===== config.mk =====
export PLATFORM = sky130hd
export DESIGN_NAME = dat_transfer_scheduler_flat
export DESIGN_NICKNAME = d
export VERILOG_FILES = /design/src/rtl/dat_transfer_scheduler_pkg.sv /design/src/rtl/dat_transfer_scheduler_if.sv /design/src/rtl/dat_transfer_scheduler_watchdog.sv /design/src/rtl/dat_transfer_scheduler.sv /design/src/flat_wrapper.sv
export SDC_FILE = /design/constraint.sdc
export NUM_CORES = 1
export LEC_CHECK = 0
export ABC_AREA = 1
export CAP_MARGIN = 15
export CORE_ASPECT_RATIO = 1.2
export CORE_MARGIN = 2
export CORE_UTILIZATION = 61
export CTS_BUF_LIST = sky130_fd_sc_hd__clkbuf_4
export DETAILED_ROUTE_END_ITERATION = 12
export GPL_TIMING_DRIVEN = 0
export PLACE_DENSITY = 0.85
export RECOVER_POWER = 25
export SYNTH_ARGS = -nofsm -noshare
export SYNTH_HDL_FRONTEND = slang
export SYNTH_HIERARCHICAL = 1
export SYNTH_SLANG_ARGS = --single-unit

===== constraint.sdc =====
create_clock -name sd_clock -period 2.7 [get_ports sd_clock]
set_input_delay 0.54 -clock sd_clock [delete_from_list [all_inputs] [get_ports sd_clock]]
set_output_delay 0.54 -clock sd_clock [all_outputs]
set_load 0.005 [all_outputs]

===== src/rtl/dat_transfer_scheduler_pkg.sv =====
`default_nettype none
// ============================================================================
// dat_sched_pkg : state encoding, completion status codes, recovery timing
// Rev 1.0
// ============================================================================
package dat_sched_pkg;

  typedef enum logic [2:0] {
    ST_IDLE    = 3'd0,
    ST_ISSUE   = 3'd1,
    ST_BUSY    = 3'd2,
    ST_ACK     = 3'd3,
    ST_RECOVER = 3'd4,
    ST_DONE    = 3'd5
  } state_t;

  localparam logic [1:0] STAT_OK      = 2'b00;
  localparam logic [1:0] STAT_TIMEOUT = 2'b01;
  localparam logic [1:0] STAT_ABORTED = 2'b10;

  // Cycles idle_in is held high while forcing the controller back to IDLE
  localparam int unsigned RECOVER_LEN = 2;

endpackage
`default_nettype wire


===== src/rtl/dat_transfer_scheduler_if.sv =====
`default_nettype none
// ============================================================================
// dat_transfer_scheduler_if : host request/status and DAT controller handshake
// Rev 1.0
// ============================================================================
interface dat_transfer_scheduler_if #(
  parameter int BLOCK_W   = 4,
  parameter int TIMEOUT_W = 16
);
  logic                 req_valid;
  logic                 req_ready;
  logic                 req_write;
  logic                 req_multiple;
  logic [BLOCK_W-1:0]   req_blocks;
  logic [TIMEOUT_W-1:0] timeout_cycles;
  logic                 abort;
  logic                 done;
  logic [1:0]           status;
  logic [BLOCK_W-1:0]   blocks_done;
  logic                 serial_ready;
  logic                 complete;
  logic                 block_done;
  logic                 strobe_in;
  logic                 ack_in;
  logic                 idle_in;
  logic                 writeRead;
  logic                 multiple;
  logic [BLOCK_W-1:0]   blocks;

  modport master (
    input  req_valid, req_write, req_multiple, req_blocks, timeout_cycles, abort,
    input  serial_ready, complete, block_done,
    output req_ready, done, status, blocks_done,
    output strobe_in, ack_in, idle_in, writeRead, multiple, blocks
  );

  modport slave (
    output req_valid, req_write, req_multiple, req_blocks, timeout_cycles, abort,
    output serial_ready, complete, block_done,
    input  req_ready, done, status, blocks_done,
    input  strobe_in, ack_in, idle_in, writeRead, multiple, blocks
  );
endinterface
`default_nettype wire


===== src/rtl/dat_transfer_scheduler_watchdog.sv =====
`default_nettype none
// ============================================================================
// dat_watchdog : loadable down-counter that flags expiry when it reaches zero
// Rev 1.0
// ============================================================================
module dat_watchdog #(
  parameter int TIMEOUT_W = 16
) (
  input  logic                 clk,
  input  logic                 rst_n,
  input  logic                 load,
  input  logic [TIMEOUT_W-1:0] load_value,
  input  logic                 enable,
  output logic                 expired
);

  logic [TIMEOUT_W-1:0] r_count;

  always_ff @(posedge clk or negedge rst_n) begin
    if (!rst_n) begin
      r_count <= '0;
    end else if (load) begin
      r_count <= load_value;
    end else if (enable && (r_count != '0)) begin
      r_count <= r_count - TIMEOUT_W'(1);
    end
  end

  // A zero reload value disables the watchdog entirely
  assign expired = (r_count == '0) && (load_value != '0);

endmodule
`default_nettype wire


===== src/rtl/dat_transfer_scheduler.sv =====
`default_nettype none
// ============================================================================
// dat_transfer_scheduler : sequences host transfer requests onto the DAT
// controller with watchdog-driven recovery and bounded retry. Rev 1.0
// ============================================================================
module dat_transfer_scheduler
  import dat_sched_pkg::*;
#(
  parameter int BLOCK_W   = 4,
  parameter int TIMEOUT_W = 16,
  parameter int MAX_RETRY = 2
) (
  input logic                 sd_clock,
  input logic                 reset,
  dat_transfer_scheduler_if.master bus
);

  localparam int c_retry_w = (MAX_RETRY > 0) ? $clog2(MAX_RETRY + 1) : 1;
  localparam int c_rec_w   = (RECOVER_LEN > 1) ? $clog2(RECOVER_LEN) : 1;
  localparam logic [c_retry_w-1:0] c_retry_init = c_retry_w'(MAX_RETRY);
  localparam logic [c_rec_w-1:0]   c_rec_last   = c_rec_w'(RECOVER_LEN - 1);

  state_t               r_state;
  logic                 r_req_ready;
  logic                 r_done;
  logic                 r_strobe;
  logic                 r_ack;
  logic                 r_idle;
  logic                 r_write;
  logic                 r_multiple;
  logic [1:0]           r_status;
  logic [1:0]           r_result;
  logic [BLOCK_W-1:0]   r_blocks;
  logic [BLOCK_W-1:0]   r_blocks_done;
  logic [TIMEOUT_W-1:0] r_timeout;
  logic [c_retry_w-1:0] r_retries;
  logic [c_rec_w-1:0]   r_rec_cnt;

  logic w_accept;
  logic w_wd_load;
  logic w_wd_enable;
  logic w_expired;

  assign w_accept    = (r_state == ST_IDLE) && bus.req_valid && r_req_ready;
  assign w_wd_load   = (r_state == ST_ISSUE) || ((r_state == ST_BUSY) && bus.block_done);
  assign w_wd_enable = (r_state == ST_BUSY);

  dat_watchdog #(
    .TIMEOUT_W (TIMEOUT_W)
  ) u_watchdog (
    .clk        (sd_clock),
    .rst_n      (reset),
    .load       (w_wd_load),
    .load_value (r_timeout),
    .enable     (w_wd_enable),
    .expired    (w_expired)
  );

  always_ff @(posedge sd_clock or negedge reset) begin
    if (!reset) begin
      r_state       <= ST_IDLE;
      r_req_ready   <= 1'b0;
      r_done        <= 1'b0;
      r_strobe      <= 1'b0;
      r_ack         <= 1'b0;
      r_idle        <= 1'b0;
      r_write       <= 1'b0;
      r_multiple    <= 1'b0;
      r_status      <= STAT_OK;
      r_result      <= STAT_OK;
      r_blocks      <= '0;
      r_blocks_done <= '0;
      r_timeout     <= '0;
      r_retries     <= '0;
      r_rec_cnt     <= '0;
    end else begin
      r_strobe    <= 1'b0;
      r_ack       <= 1'b0;
      r_done      <= 1'b0;
      r_req_ready <= 1'b0;

      if ((r_state == ST_BUSY) && bus.block_done && (r_blocks_done != '1)) begin
        r_blocks_done <= r_blocks_done + BLOCK_W'(1);
      end

      case (r_state)
        ST_IDLE: begin
          if (w_accept) begin
            r_write       <= bus.req_write;
            r_multiple    <= bus.req_multiple;
            r_blocks      <= (bus.req_blocks == '0) ? BLOCK_W'(1) : bus.req_blocks;
            r_timeout     <= bus.timeout_cycles;
            r_blocks_done <= '0;
            r_retries     <= c_retry_init;
            r_strobe      <= 1'b1;
            r_state       <= ST_ISSUE;
          end else begin
            r_req_ready <= bus.serial_ready;
          end
        end
        ST_ISSUE: begin
          r_state <= ST_BUSY;
        end
        ST_BUSY: begin
          // A block finishing on the expiry cycle reloads the watchdog instead
          if (bus.complete) begin
            r_ack   <= 1'b1;
            r_state <= ST_ACK;
          end else if (bus.abort) begin
            r_result  <= STAT_ABORTED;
            r_idle    <= 1'b1;
            r_rec_cnt <= '0;
            r_state   <= ST_RECOVER;
          end else if (w_expired && !bus.block_done) begin
            r_result  <= STAT_TIMEOUT;
            r_idle    <= 1'b1;
            r_rec_cnt <= '0;
            r_state   <= ST_RECOVER;
          end
        end
        ST_ACK: begin
          r_result <= STAT_OK;
          r_status <= STAT_OK;
          r_done   <= 1'b1;
          r_state  <= ST_DONE;
        end
        ST_RECOVER: begin
          if (r_rec_cnt == c_rec_last) begin
            r_idle <= 1'b0;
            // Retrying is only safe when no data has moved yet
            if ((r_result == STAT_TIMEOUT) && (r_retries != '0) && (r_blocks_done == '0)) begin
              r_retries <= r_retries - c_retry_w'(1);
              r_strobe  <= 1'b1;
              r_state   <= ST_ISSUE;
            end else begin
              r_status <= r_result;
              r_done   <= 1'b1;
              r_state  <= ST_DONE;
            end
          end else begin
            r_rec_cnt <= r_rec_cnt + c_rec_w'(1);
          end
        end
        ST_DONE: begin
          r_req_ready <= bus.serial_ready;
          r_state     <= ST_IDLE;
        end
        default: begin
          r_state <= ST_IDLE;
        end
      endcase
    end
  end

  assign bus.req_ready   = r_req_ready;
  assign bus.done        = r_done;
  assign bus.status      = r_status;
  assign bus.blocks_done = r_blocks_done;
  assign bus.strobe_in   = r_strobe;
  assign bus.ack_in      = r_ack;
  assign bus.idle_in     = r_idle;
  assign bus.writeRead   = r_write;
  assign bus.multiple    = r_multiple;
  assign bus.blocks      = r_blocks;

endmodule
`default_nettype wire


===== src/flat_wrapper.sv =====
// flat-port wrapper written by rule: the top's interface ports become plain ports
module dat_transfer_scheduler_flat import dat_sched_pkg::*;
#(
  parameter int BLOCK_W   = 4,
  parameter int TIMEOUT_W = 16,
  parameter int MAX_RETRY = 2
)
  (sd_clock, reset, bus_req_valid, bus_req_write, bus_req_multiple, bus_req_blocks, bus_timeout_cycles, bus_abort, bus_serial_ready, bus_complete, bus_block_done, bus_req_ready, bus_done, bus_status, bus_blocks_done, bus_strobe_in, bus_ack_in, bus_idle_in, bus_writeRead, bus_multiple, bus_blocks);
  dat_transfer_scheduler_if #(.BLOCK_W(BLOCK_W), .TIMEOUT_W(TIMEOUT_W)) bus_i ();
  input logic sd_clock;
  input logic reset;
  input wire logic [$bits(bus_i.req_valid)-1:0] bus_req_valid;
  input wire logic [$bits(bus_i.req_write)-1:0] bus_req_write;
  input wire logic [$bits(bus_i.req_multiple)-1:0] bus_req_multiple;
  input wire logic [$bits(bus_i.req_blocks)-1:0] bus_req_blocks;
  input wire logic [$bits(bus_i.timeout_cycles)-1:0] bus_timeout_cycles;
  input wire logic [$bits(bus_i.abort)-1:0] bus_abort;
  input wire logic [$bits(bus_i.serial_ready)-1:0] bus_serial_ready;
  input wire logic [$bits(bus_i.complete)-1:0] bus_complete;
  input wire logic [$bits(bus_i.block_done)-1:0] bus_block_done;
  output wire logic [$bits(bus_i.req_ready)-1:0] bus_req_ready;
  output wire logic [$bits(bus_i.done)-1:0] bus_done;
  output wire logic [$bits(bus_i.status)-1:0] bus_status;
  output wire logic [$bits(bus_i.blocks_done)-1:0] bus_blocks_done;
  output wire logic [$bits(bus_i.strobe_in)-1:0] bus_strobe_in;
  output wire logic [$bits(bus_i.ack_in)-1:0] bus_ack_in;
  output wire logic [$bits(bus_i.idle_in)-1:0] bus_idle_in;
  output wire logic [$bits(bus_i.writeRead)-1:0] bus_writeRead;
  output wire logic [$bits(bus_i.multiple)-1:0] bus_multiple;
  output wire logic [$bits(bus_i.blocks)-1:0] bus_blocks;
  assign bus_i.req_valid = bus_req_valid;
  assign bus_i.req_write = bus_req_write;
  assign bus_i.req_multiple = bus_req_multiple;
  assign bus_i.req_blocks = bus_req_blocks;
  assign bus_i.timeout_cycles = bus_timeout_cycles;
  assign bus_i.abort = bus_abort;
  assign bus_i.serial_ready = bus_serial_ready;
  assign bus_i.complete = bus_complete;
  assign bus_i.block_done = bus_block_done;
  assign bus_req_ready = bus_i.req_ready;
  assign bus_done = bus_i.done;
  assign bus_status = bus_i.status;
  assign bus_blocks_done = bus_i.blocks_done;
  assign bus_strobe_in = bus_i.strobe_in;
  assign bus_ack_in = bus_i.ack_in;
  assign bus_idle_in = bus_i.idle_in;
  assign bus_writeRead = bus_i.writeRead;
  assign bus_multiple = bus_i.multiple;
  assign bus_blocks = bus_i.blocks;
  dat_transfer_scheduler #(.BLOCK_W(BLOCK_W), .TIMEOUT_W(TIMEOUT_W), .MAX_RETRY(MAX_RETRY)) u_core (.sd_clock(sd_clock), .reset(reset), .bus(bus_i));
endmodule

======== Word-level counts from Yosys, hierarchy flattened ========
Index checks and enable logic that the tools add are counted.
word-level totals
  flip-flop bits (word level) ............. 57
  input port bits ......................... 29
  output and inout port bits .............. 17
  logic and storage cells ................. 109
operators by class
  add/subtract/negate cells ............... 4
  equality and inequality tests ........... 14
  mux-type cells .......................... 45
  reduce and logical (&&, ||, !) cells .... 30
operators by type and width
  cell                                                number
  two-way mux 16 bit                                  2
  nonzero test 16 bit                                 2
  two-way mux 3 bit                                   6
  zero test 16 bit                                    1
  two-way mux 1 bit                                   16
  two-way mux 2 bit                                   8
  two-way mux 4 bit                                   4
  subtractor 16 x 1 -> 16 bit, second input constant  1
  one-hot mux 3 bit (5 select lines)                  1
  one-hot mux 2 bit (2 select lines)                  3
  AND reduction 3 bit                                 4
  nonzero test 2 bit                                  6
  one-hot mux 1 bit (2 select lines)                  5
  logical AND 1 bit                                   9
  zero test 4 bit                                     2
  AND reduction 4 bit                                 2
  == test 3 x 2 -> 1 bit, second input constant       2
  == test 3 bit, second input constant                2
  != test 2 x 1 -> 1 bit, second input constant       3
  adder 4 x 1 -> 4 bit, second input constant         1
  != test 2 bit, second input constant                2
  != test 4 x 3 -> 1 bit, second input constant       1
  != test 4 bit, second input constant                1
  == test 3 x 1 -> 1 bit, second input constant       1
  other kinds (8)                                     8

======== Logic depth before layout (Yosys ltp) ========
  depth after elaboration ................. 7
  gate-level depth with buffers ........... 15
  mapped depth without buffers ............ 15

======== Modules after synthesis ========
The synthesis kept the hierarchy.
modules (own cells, without submodules)
  module                  times used  cells an instance  area each (µm²)  seq. area each (µm²)
  dat_transfer_scheduler  1           227                1886.8           1026.0
  dat_watchdog            1           199                1236.2           400.4

======== Worst setup path before layout ========
No wires, ideal clock.
  path kind ............................... register -> register
  start ................................... register u_core.u_watchdog.r_count[0]
  end ..................................... register u_core.r_result[1]
  library setup time ...................... 126 ps
  arrival time ............................ 1742 ps
  data required time ...................... 2574 ps
  path slack .............................. 832 ps
  stages on the path, launching flop included .. 16
  path buffers ............................ 0
  clock period less this slack ............ 1868 ps
  cell sequence ........................... dfrtp_1 inv_1 ha_1 inv_1 nor2_2 nand3_1 nor2_1 nand3_1 nor2_1 inv_1 nor2_1 nor2_1 nand2_1 nand3_1 nand2_1 o21ai_0
between the ends
  longest elaborated chain between the ends .. 5
RTL lines
  what                              RTL line                               text
  start: declaration                dat_transfer_scheduler_watchdog.sv:17  logic [TIMEOUT_W-1:0] r_count;
  start signal: assignment          dat_transfer_scheduler_watchdog.sv:23  r_count <= load_value;
  start signal: assignment          dat_transfer_scheduler_watchdog.sv:25  r_count <= r_count - TIMEOUT_W'(1);
  zero test 16 bit                  dat_transfer_scheduler_watchdog.sv:30  assign expired = (r_count == '0) && (load_value != '0);
  logical AND 1 bit                 dat_transfer_scheduler_watchdog.sv:30
  net u_core.w_expired              dat_transfer_scheduler.sv:42           logic w_expired;
  logical AND 1 bit                 dat_transfer_scheduler.sv:114          end else if (w_expired && !bus.block_done) begin
  != test 3 x 2 -> 1 bit (no line)  n/a
  AND reduction 3 bit (no line)     n/a
  end signal: assignment            dat_transfer_scheduler.sv:110          r_result <= STAT_ABORTED;
  end signal: assignment            dat_transfer_scheduler.sv:115          r_result <= STAT_TIMEOUT;
  end signal: assignment            dat_transfer_scheduler.sv:122          r_result <= STAT_OK;
  end: declaration                  dat_transfer_scheduler.sv:32           logic [1:0] r_result;
The timed path passes the listed nets, and every way through them passes these cells.
A chain may end at the register's enable or synchronous reset.

======== Worst setup path after layout ========
  start ................................... register u_core.u_watchdog.r_count[0]
  end ..................................... register u_core.r_rec_cnt
between the ends
  longest elaborated chain between the ends .. 5
RTL lines
  what                              RTL line                               text
  zero test 16 bit                  dat_transfer_scheduler_watchdog.sv:30
  logical AND 1 bit                 dat_transfer_scheduler_watchdog.sv:30
  net u_core.w_expired              dat_transfer_scheduler.sv:42
  logical AND 1 bit                 dat_transfer_scheduler.sv:114
  != test 3 x 2 -> 1 bit (no line)  n/a
  AND reduction 3 bit (no line)     n/a
  end signal: assignment            dat_transfer_scheduler.sv:141          r_rec_cnt <= r_rec_cnt + c_rec_w'(1);
  end: declaration                  dat_transfer_scheduler.sv:37           logic [c_rec_w-1:0] r_rec_cnt;
The timed path passes the listed nets, and every way through them passes these cells.

==> results.md <==
- Combinational Power Share: 0.487
- Dpl hpwl: between 5000 and 6000 µm
- Filler Cell Count: 393
- Final Hold Vio Count: 0
- Worst R2R Start: u_core/u_watchdog/r_count[0]$_DFFE_PN0P_
- Via count: 2,850
- Postcts setup bufs: 0
- Share of the synthesized area in the top cell type: 0.4567
- DR pass1 iterations: 5
- Mapped Area: 3123 µm²
- Cell count after synthesis: between 400 and 500
- Sw Share: 0.4480
- Final instance area: 3752 µm²
- Most used flip-flop cell after synthesis: dfrtp_1
- Grt ovf: 0
- Design internal power: 2229 µW
- Period Utilization, post-route: 0.8530
- Lkg Pwr: 0.001953 µW
- Initial antenna violation count: 0
- # hold bufs at CTS: 0
- Max-slew violations: 0
- CORE AREA: 4940 µm²
- WL final: 6859 µm
- Vias in the first global route: 2,714
- Drt wl/cell: 12.52 µm
- Critical Path Sink: u_core/r_rec_cnt$_DFFE_PN0P_
- Reg-to-reg critical path endpoint: u_core/r_rec_cnt$_DFFE_PN0P_
- CTS resizes: 0
- Largest cells by area after synthesis: dfrtp_1 46%, nand2_1 17%, inv_1 6.7%
- TritonCTS Sinks: 57
- Unrepaired setup endpoints after global routing: false
- Vias per cell: 5.201
- CP endpoint kind: flip-flop
- Commonest non-fill, non-tap cell in the layout: nand2_1
- Io pins: between 40 and 50
- Kind of critical path: reg2reg
- Row count: 28
- NetSw: 1809 µW
- Max Fclk: ~430 MHz
- Worst-path clk slew: 0.10 ns
- Seq/Total Area, Yosys: 0.4567
- EDFF count, synth: 0
- Worst-margin pin slew: 1.171 ns
- Tightest Hold Check Type: in2async
- Peak supply drop: 0.5645 mV
- Clock Root Buffer: clkbuf_4
- Die area: 5710 µm²
- Worst-Skew Late Latency: 0.39 ns
- Max H-tree Level: 3
- Antenna viol nets, final: 0
- Critical path startpoint: u_core/u_watchdog/r_count[0]$_DFFE_PN0P_
- Final setup fails: 0
- Yosys warns: 6
- TritonCTS clock tree: yes
- Final GP Congestion: 0.8720
- Starting Density: 0.6322
- Clock group share of total power: 0.123
- DRC viols: 0
- Internal reg-to-reg setup slack: 0.40 ns
- Async S/R FF share, synth: 1.000
- Area of the multi-input gates: 1421 µm²
- Layout cells sized above 1: 0.09426
- Total Routing Usage GR: 0.2645
- Die Span Y: between 80 and 90 µm
- I/O Buffers: 45
- Clock skew: 0.01485 ns
- ANT cells: 0
- Worst relative slew slack: 0.2190
- Placed cell areas: 3664 µm²
- PD cells: about 1100 nW/µm²
- Area growth, synth to finish: 20.15%
- FF-to-FF path depth: 15
- Sequential power share: 0.390
- Clock Path Buffers: 2
- Dominant cell type by area after synthesis: dfrtp_1
- Unique masters post-synth: 30
- CP max FO: 5
- Commonest cells after routing, fill and taps aside: 143 x nand2_1, 57 x dfrtp_1, 56 x inv_1
- Max-Cap Viols: 0
- Net Count, Synth: 459
- Tmin final: 2.303 ns
- Die Wd: 69.32 µm
- DR iter-0 viols: 158
- Worst EP arrival: around 2.6 ns
- Worst hold slack: 0.3519 ns
- Global-route wire length before repair: 11,920 µm
- Status: finished, final reports clean
- Syn avg cell area: 7.331 µm²
- Critical Path RT: 3.00 ns
- Largest net degree at the start of global routing: 38
- Flops & latches, synth: 57
- FF+latch area: between 1000 and 1500 µm²
- CTS Buf Count: 9
- Nets: 516
- Startpoint types: flip-flop
-- worst max-delay path, stage by stage, from the launching register on --
cell and delay, ns:
dfrtp_1 0.39, inv_1 0.15, ha_1 0.28, inv_1 0.09
nor2_2 0.20, nand3_1 0.13, nor2_1 0.13, nand3_1 0.10
nor2_1 0.10, inv_1 0.04, nor2_1 0.13, nor2_1 0.06
nand2_1 0.12, nand3_1 0.15, nand2_1 0.09, nand2_1 0.04
-- how the worst min path moves through the flow --
stage,from,slack (ns),endpoint,cells after the start
final,reset,0.35,u_core/u_watchdog/r_count[5]$_DFFE_PN0P_,1
after floorplan,reset,0.24,u_core/bus.ack_in$_DFF_PN0_,0
after detailed placement,u_core/bus.idle_in$_DFFE_PN0P_,0.46,u_core/bus.idle_in$_DFFE_PN0P_,2
after CTS,reset,0.09,u_core/r_state[2]$_DFFE_PN0P_,1
after global routing,reset,0.42,u_core/u_watchdog/r_count[14]$_DFFE_PN0P_,1
after global placement,u_core/r_retries[1]$_DFFE_PN0P_,0.46,u_core/r_retries[1]$_DFFE_PN0P_,2
-- power groups by stage --
stage          sequential [µW]  combinational, µW  clock (µW)
3_3_place_gp              1570               1900           0
6_report                  1570               1970         497
4_1_cts                   1570               1970         513
2_1_floorplan             1510               1370           0
3_5_place_dp              1580               1960           0
5_1_grt                   1620               2260         540
-- per-stage QoR --
| stage | TNS (ns) | power, µW | cells | setup WS [ns] | utilization |
|---|---|---|---|---|---|
| after CTS | 0 | 4056 | 548 | 0.4106 | 0.7629 |
| after floorplan | 0 | 2881 | 426 | 0.8316 | - |
| after detailed placement | 0 | 3543 | 532 | 0.4029 | 0.7416 |
| after global routing | 0 | 4425 | 548 | 0.1283 | 0.7596 |
| final | 0 | 4038 | 548 | 0.3969 | 0.7596 |
| after global placement | -38.04 | 3463 | 531 | -0.6707 | 0.7386 |
-- sequential cells by signal, summed over array words and instances, names as in the netlist, 2 cells and up --
name                       count
u_core/bus.status              2
u_core/bus.blocks_done         4
u_core/r_retries               2
u_core/u_watchdog/r_count     16
u_core/r_timeout              16
u_core/r_state                 3
u_core/r_result                2
u_core/bus.blocks              4
-- Yosys cell counts (2+ instances only) --
cell type / n
nand2_1: 143
nand3_1: 39
nand4_1: 5
nand3_2: 2
nor2_4: 4
xor2_1: 2
nor3_1: 2
o21ai_1: 6
o21ai_0: 31
nand2_2: 5
inv_2: 3
ha_1: 4
clkbuf_2: 2
buf_2: 4
inv_1: 56
nand3b_1: 4
dfrtp_1: 57
a31oi_1: 2
nor2_2: 5
nor4_1: 4
nor2_1: 36
nand2_4: 2
-- layout make-up --
class                   count  share of cell area
plain buffers               8             0.01200
clock buffers              11             0.02201
clock inverters             5            0.006002
inverters                  60             0.06135
multi-input cells         301              0.3788
flip-flops and latches     57              0.3801
well taps                  60             0.02001
repair buffers             46              0.1197
-- cells by family (layout without fill, tap and decap cells) --
| logic type | count (synthesis) | count (layout) | share of synthesized area |
|---|---|---|---|
| DFF | 57 | 57 | 0.4567 |
| buffers and inverters | 68 | 130 | 0.08814 |
| adders and majority gates | 4 | 4 | 0.01603 |
| and+or+nand+nor | 254 | 254 | 0.3662 |
| AOI/OAI and AO/OA | 41 | 41 | 0.06731 |
| xor gates and xnor gates | 2 | 2 | 0.005610 |
-- layer usage --
layer	global-route usage	vias up	share of wire
met5	0	-	0
met4	0.1275	0	0.022
met2	0.4606	83	0.48
met3	0.04248	13	0.052
li1	-	1452	-
met1	0.3257	1302	0.44
Power figures use the tool's default switching activity.
